`config.mk`:
```
export PLATFORM = sky130hd
export DESIGN_NAME = spi_master
export DESIGN_NICKNAME = d
export VERILOG_FILES = /design/src/rtl/spi_master.sv
export SDC_FILE = /design/constraint.sdc
export NUM_CORES = 1
export LEC_CHECK = 0
export CELL_PAD_IN_SITES_DETAIL_PLACEMENT = 1
export CELL_PAD_IN_SITES_GLOBAL_PLACEMENT = 1
export CORE_MARGIN = 3
export CORE_UTILIZATION = 25
export CTS_CLUSTER_SIZE = 14
export DETAILED_ROUTE_END_ITERATION = 12
export PLACE_DENSITY_LB_ADDON = 0.1
export SETUP_SLACK_MARGIN = 0.15
export SYNTH_ARGS = -nofsm -noshare
export SYNTH_HDL_FRONTEND = slang
export SYNTH_SLANG_ARGS = --single-unit
```
`constraint.sdc`:
```
create_clock -name clk -period 2.33 [get_ports clk]
set_clock_uncertainty 0.1 [all_clocks]
set_input_delay 0.466 -clock clk [delete_from_list [all_inputs] [get_ports clk]]
set_output_delay 0.466 -clock clk [all_outputs]
set_load 0.02 [all_outputs]
```
`src/rtl/spi_master.sv`:
```
// Single-byte SPI mode-0 master: CS framing, eight MSB-first clock pulses, one-cycle done.
// Optional internal MOSI->MISO loopback enabled by defining SPI_MASTER_LOOPBACK_EN.
module spi_master #(
    parameter int CLK_DIV  = 4,
    parameter int CS_SETUP = 2,
    parameter int CS_HOLD  = 2
) (
    input  logic       clk,
    input  logic       rst_n,
    input  logic       start,
    input  logic [7:0] tx_data,
    output logic       busy,
    output logic       done,
    output logic [7:0] rx_data,
    output logic       spi_clk,
    output logic       spi_mosi,
    input  logic       spi_miso,
    output logic       spi_cs_n
`ifdef SPI_MASTER_LOOPBACK_EN
    ,
    input  logic       loopback
`endif
);

    localparam int CW = 16;

    typedef enum logic [2:0] {IDLE, SETUP, HIGH, LOW, HOLD} state_t;

    state_t        state;
    state_t        state_next;
    logic [CW-1:0] cnt;
    logic [CW-1:0] limit;
    logic          tick;
    logic [2:0]    bit_cnt;
    logic          last;
    logic [6:0]    tx_sh;
    logic [7:0]    rx_sh;
    logic          sample;

    always_comb begin
        limit = '0;
        case (state)
            SETUP:     limit = CW'(CS_SETUP - 1);
            HIGH, LOW: limit = CW'(CLK_DIV - 1);
            HOLD:      limit = CW'(CS_HOLD - 1);
            default:   limit = '0;
        endcase
    end

    assign tick = (cnt == limit);

`ifdef SPI_MASTER_LOOPBACK_EN
    assign sample = loopback ? spi_mosi : spi_miso;
`else
    assign sample = spi_miso;
`endif

    always_ff @(posedge clk) begin
        if (!rst_n) state <= IDLE;
        else        state <= state_next;
    end

    always_comb begin
        state_next = state;
        case (state)
            IDLE:    if (start) state_next = SETUP;
            SETUP:   if (tick) state_next = HIGH;
            HIGH:    if (tick) state_next = last ? HOLD : LOW;
            LOW:     if (tick) state_next = HIGH;
            HOLD:    if (tick) state_next = IDLE;
            default: state_next = IDLE;
        endcase
    end

    // Bus controls follow the registered state directly, so they change exactly at the edges.
    always_comb begin
        spi_cs_n = (state == IDLE);
        busy     = (state != IDLE);
        spi_clk  = (state == HIGH);
    end

    always_ff @(posedge clk) begin
        if (!rst_n) begin
            cnt      <= '0;
            bit_cnt  <= '0;
            last     <= 1'b0;
            tx_sh    <= '0;
            rx_sh    <= '0;
            rx_data  <= '0;
            spi_mosi <= 1'b0;
            done     <= 1'b0;
        end else begin
            done <= 1'b0;
            case (state)
                IDLE: begin
                    if (start) begin
                        tx_sh    <= tx_data[6:0];
                        spi_mosi <= tx_data[7];
                        cnt      <= '0;
                        bit_cnt  <= '0;
                        last     <= 1'b0;
                    end
                end
                SETUP, LOW: begin
                    if (tick) begin
                        cnt   <= '0;
                        rx_sh <= {rx_sh[6:0], sample};
                        last  <= (bit_cnt == 3'd7);
                    end else begin
                        cnt <= cnt + CW'(1);
                    end
                end
                HIGH: begin
                    if (tick) begin
                        cnt <= '0;
                        // The eighth fall leaves MOSI and the bit counter untouched.
                        if (!last) begin
                            bit_cnt  <= bit_cnt + 3'd1;
                            spi_mosi <= tx_sh[6];
                            tx_sh    <= {tx_sh[5:0], 1'b0};
                        end
                    end else begin
                        cnt <= cnt + CW'(1);
                    end
                end
                HOLD: begin
                    if (tick) begin
                        cnt      <= '0;
                        done     <= 1'b1;
                        rx_data  <= rx_sh;
                        spi_mosi <= 1'b0;
                    end else begin
                        cnt <= cnt + CW'(1);
                    end
                end
                default: ;
            endcase
        end
    end

endmodule

```
### Word-level counts from Yosys, hierarchy flattened

Cells that the tools add are included.

| cells by class | value |
|---|---|
| add/sub/neg operators | 2 |
| equal/unequal tests | 11 |
| muxes and demuxes | 27 |
| reduce and logical (&&, ||, !) cells | 18 |

Operator list:

| cell | count |
|---|---|
| 16-bit 2-to-1 mux | 2 |
| 16-bit one-hot mux with 2 select lines | 1 |
| 3-bit 2-to-1 mux | 8 |
| 7-bit 2-to-1 mux | 3 |
| 16-bit by 1-bit adder with 16-bit output, second input constant | 1 |
| 16-bit == test | 1 |
| 7-bit one-hot mux with 2 select lines | 1 |
| 3-bit one-hot mux with 4 select lines | 1 |
| 2-bit AND reduction | 4 |
| 4-bit AND reduction | 2 |
| 1-bit 2-to-1 mux | 7 |
| 3-bit by 2-bit == test with 1-bit output, second input constant | 2 |
| 3-bit == test, second input constant | 2 |
| 2-bit inequality test, second input constant | 3 |
| 3-bit one-hot mux with 2 select lines | 1 |
| 2-bit nonzero test | 3 |
| 3-bit nonzero test | 2 |
| 2-bit OR reduction | 3 |
| 5-bit AND reduction | 1 |
| 2-bit by 1-bit inequality test with 1-bit output, second input constant | 2 |
| 2-bit one-hot mux with 2 select lines | 1 |
| 4-bit OR reduction | 1 |
| 3-bit by 1-bit adder with 3-bit output, second input constant | 1 |
| 3-bit by 1-bit == test with 1-bit output, second input constant | 1 |
| other kinds (4) | 4 |

| storage, ports and cells | value |
|---|---|
| register bits | 48 |
| bits of input ports | 12 |
| output and inout port bits | 13 |
| word-level logic and storage cells | 67 |

### Depth between registers and ports, before layout

| depth | value |
|---|---|
| depth in word-level cells | 6 |
| mapped depth | 7 |
| depth with buffers taken out | 6 |

### Worst setup path before layout

No wires, ideal clock.

| path | value |
|---|---|
| path kind | register -> register |
| from | register state[1] |
| to | register tx_sh[6] |
| library setup time | 122 ps |
| data arrival time | 1750 ps |
| required time | 2108 ps |
| setup slack | 359 ps |
| stages on the path, launching flop included | 8 |
| buffers on the path | 2 |
| clock period less this slack | 1971 ps |
| cells stage by stage | dfxtp_1 buf_2 or3_1 inv_1 and2_1 buf_2 o21ai_0 o311a_1 |

| between the ends | value |
|---|---|
| elaborated cells between the ends (all ways) | 15 |
| classes of those cells | eq/ne (8); mux (2); reduce/logical (5) |

RTL lines:

| element | line | source |
|---|---|---|
| start, declared | 29 | `state_t state;` |
| start signal, assigned | 60 | `else state <= state_next;` |
| 3-bit logical NOT * | n/a |  |
| via spi_cs_n | 18 | `output logic spi_cs_n` |
| 2-bit inequality test (no source line) or 2-bit nonzero test (tied branches) | n/a |  |
| 4-bit AND reduction (no source line) | n/a |  |
| end signal, assigned | 97 | `tx_sh <= tx_data[6:0];` |
| end signal, assigned | 120 | `tx_sh <= {tx_sh[5:0], 1'b0};` |
| end, declared | 36 | `logic [6:0] tx_sh;` |

Mark *: on every way through the listed nets, which the timed path passes. The rest lies on a longest branch.
A chain may end at the register's enable or synchronous reset.

### Final worst setup path

| path | value |
|---|---|
| from | register state[1] |
| to | output port spi_cs_n |

| between the ends | value |
|---|---|
| word-level cells in the longest chain between the ends | 1 |

Ends and longest elaborated chain:

| element | line | source |
|---|---|---|
| 3-bit logical NOT | 77 | `spi_cs_n = (state == IDLE);` |
| end, declared | 18 |  |

No other way between the ends.

==> flow_summary_export.csv <==
group,metric,value,unit
yosys,synth_seq_cells,48,
grt,grt_antenna_before_repair,0,
clocking,htreeDepth,2,
sta,hold_ws,0.385,ns
cells_and_area,final_common_cell,"dfxtp_1",
power,netSwitchingFraction,0.269,
route,drt-total-wl,6200,µm
critical_path,element_type_at_the_critical_path_end,"primary output",
route,antenna_violating_nets_post_route,0,
critical_path,worst_r2r_path_depth,6,
yosys,post_synth_num_cell_types,50,
yosys,syn_avg_cell_area,8.94,µm²
flow_run,max-cap-violations,0,
yosys,dominant_combinational_cell_family_by_area_after_synthesis,"simple AND/OR/NAND/NOR gates",
sta,total_count_of_hold_check_failures_in_the_final_report,0,
clocking,tritoncts,"done",
floorplan,die-area,0.0109,mm²
grt,global_route_wire_length_before_repair,10800,µm
route,route.detailed.wl_per_inst,14.2,µm
route,detail_route.iter0.violations,50,
critical_path,crit_arrival,1.51,ns
critical_path,path_class,"flip-flop to primary output",
yosys,yosys.area_share.simple,0.256,
critical_path,worstPathBufferInverterCount,2,
grt,grt_overflow,0,
power,power-per-cell-area,577,mW/mm²
sta,worstMarginPinSlew,0.479,ns
min_path,hold_path_depth,2,
clocking,worstSkewPairLatency,0.31,ns
sta,finalSetupViolCount,0,
grt,grt_start_max_net_pins,23,
place,gp_congestion,0.714,
grt,grt_util_all_layers,0.121,
cells_and_area,fill_cells,1100,
critical_path,r2r_slack,0.30,ns
yosys,synthesis.yosys.warnings,0,
route,drc,0,
clocking,clockBufferDepth,2,
clocking,cts-buffers-inserted,5,
floorplan,core_area,0.00933,mm²
yosys,synth_async_reset_ratio,0,
power,pwr-share-clk,0.367,
power,p_leak,1.21,nW
sta,slew-limit-headroom,0.681,
critical_path,critical_path_required,1.76,ns
power,ir_worst_vdd,268,µV
floorplan,floorplan.initialDensity,0.259,
route,routed_via_density,4.77,
sta,fin_tns_setup,0,ns
yosys,synth-edff-count,0,
critical_path,critPathTopFamily,"simple AND/OR/NAND/NOR gates",
power,seq_power_share,0.493,
grt,first_global_vias,2171,
critical_path,startpoint_type_of_the_worst_setup_path,"flip-flop",
min_path,hold_end,"spi_mosi",
yosys,synth_fa_ha_area_frac,0.0156,
yosys,yosysSeqAreaShare,0.398,
power,switchingPower,0.471,mW
grt,met1_track_usage_gr,0.162,
sta,rsz0062_at_grt,"false",
place,detailed_place_hpwl,4630,µm
floorplan,floorplan.die.width,104,µm
yosys,syn-instance-count,270,
sta,layout_min_cycle_time,2.07,ns
floorplan,die_y,104,µm
cells_and_area,num_antenna_cells,0,
yosys,muxShareOfSynthArea,0.105,
critical_path,worst_path_max_delay_cell,"or3_1",
clocking,clock_sinks,48,
yosys,top_ff_cell_synth,"dfxtp_1",
clocking,cts_clk_pin_slew_worst_paths,0.10,ns
power,power.internal,1.28,mW
floorplan,floorplan.io_pins,25,
route,via_count,2085,
yosys,synth_area,0.00241,mm²
status,status,"completed",
critical_path,crit_chain,"or3_1, inv_1, clkdlybuf4s15_1",
floorplan,std_cell_rows,35,
clocking,cts_hold_repair.buffers,0,
place,placement.io_buffers,24,
cells_and_area,fin_util,0.326,
sta,clock.fmax,482,MHz
critical_path,timing.critical_path.depth,3,
grt,grt-busiest-layer,"met2",
clocking,cts-root-buf,"clkbuf_8",
cells_and_area,drive_gt1_frac,0.162,
critical_path,critical_path.max_stage_delay,0.42,ns
critical_path,crit-reg2reg-launch,"cnt[5]",
cells_and_area,final_net_count,322,
cells_and_area,layout.cells.most_common_list,"dfxtp_1 (42), nor2_1 (23), mux2i_1 (23)",
sta,final_max_slew_viol_count,0,
power,combinationalPowerShare,0.140,
grt,globalRouteMet2Util,0.198,
critical_path,timing.rr.end,"rx_data[6]",
critical_path,crit_fanout,7,
sta,crit_share_post_route,0.890,
grt,met3_demand_to_capacity_share_in_global_routing,0.0248,
cells_and_area,area_growth_syn_to_layout,25.9,%
route,firstDrtPassIters,4,
yosys,synthesis.nets,285,
min_path,worstHoldPathType,"flip-flop to flip-flop",
min_path,hold_wc_startpoint,"spi_mosi",
yosys,synth_xor_xnor_area_share,0.0249,
yosys,synth-compound-area-share,0.152,
==> worst max path at each step <==
| stage | from | endpoint | slack [ns] |
|---|---|---|---|
| 6_report | state[1] | spi_cs_n | 0.26 |
| 5_1_grt | cnt[10] | rx_data[3] | 0.16 |
| 4_1_cts | state[1] | spi_clk | 0.13 |
| 3_5_place_dp | start | cnt[15] | 0.14 |
| 3_3_place_gp | state[1] | rx_data[2] | 0.20 |
| 2_1_floorplan | state[1] | tx_sh[6] | 0.36 |
==> layer usage <==
| metal | up-vias | routed length (µm) |
|---|---|---|
| met3 | 6 | 156 |
| met4 | 0 | 63 |
| met2 | 22 | 2930 |
| met1 | 1000 | 3050 |
| met5 | - | 0 |
| li1 | 1057 | - |
==> power by group through the flow <==
stage	clock network, mW	registers [mW]	logic [mW]
6_report	0.644	0.863	0.246
2_1_floorplan	0	0.871	0.158
5_1_grt	0.704	0.869	0.272
3_5_place_dp	0	0.882	0.251
4_1_cts	0.675	0.863	0.248
3_3_place_gp	0	0.882	0.252
==> cells by family after synthesis <==
| family | count (synthesis) |
|---|---|
| adders and majority gates | 3 |
| and+or+nand+nor | 106 |
| DFF | 48 |
| AOI/OAI and AO/OA | 56 |
| buffers and inverters | 26 |
| xor gates and xnor gates | 6 |
| muxes | 25 |
==> registers in the layout, summed over array words and instances, names as in the netlist <==
signal	flops
last	1
rx_data	8
rx_sh	8
tx_sh	7
cnt	16
done	1
bit_cnt	3
spi_mosi	1
state	3
==> timing repair <==
item                                    CTS  global route
gates resized for setup                   3            11
cloned                                    0             0
endpoints found under the setup margin    3            28
buffers inserted                          0             1
pin swaps                                 0             4
==> synth_stat cells, drive strengths merged (6+ instances only) <==
cell type	instances	area share
or3	7	0.018
o21ai	18	0.037
o311a	6	0.025
nand3	7	0.015
a31oi	9	0.023
nand4	8	0.023
nor3	8	0.019
a21oi	10	0.022
buf	9	0.021
inv	11	0.017
dfxtp	48	0.40
clkbuf	6	0.0098
nand2	21	0.033
mux2i	23	0.095
nor2	24	0.038
==> area by class of cell <==
cell class                      count  area [µm²]  share of cell area
Clock inverter                      3        47.5              0.0157
Clock buffer                        5        68.8              0.0227
Sequential cell                    48         968               0.319
Inverter                           11        41.3              0.0136
Tap cell                          129         161              0.0531
Timing Repair Buffer               45         395               0.130
Multi-Input combinational cell    196        1360               0.446
==> worst register-to-register path, delay by kind of cell, from the launching register on <==
kind | cells | cell delay [ns]
and+or+nand+nor | 4 | 1.08
DFF | 1 | 0.38
buffers and inverters | 1 | 0.20
muxes | 1 | 0.16
==> stage by stage <==
stage / cells / setup slack (ns) / power, mW / area (µm²)
after global routing: 437 / 0.158 / 1.84 / 3040
after global placement: 428 / 0.196 / 1.13 / 2890
final: 437 / 0.256 / 1.75 / 3040
after floorplan: 270 / 0.359 / 1.03 / 2410
after CTS: 436 / 0.131 / 1.79 / 3000
after detailed placement: 428 / 0.136 / 1.13 / 2890
Note: power is estimated with default switching activity, not from simulation.
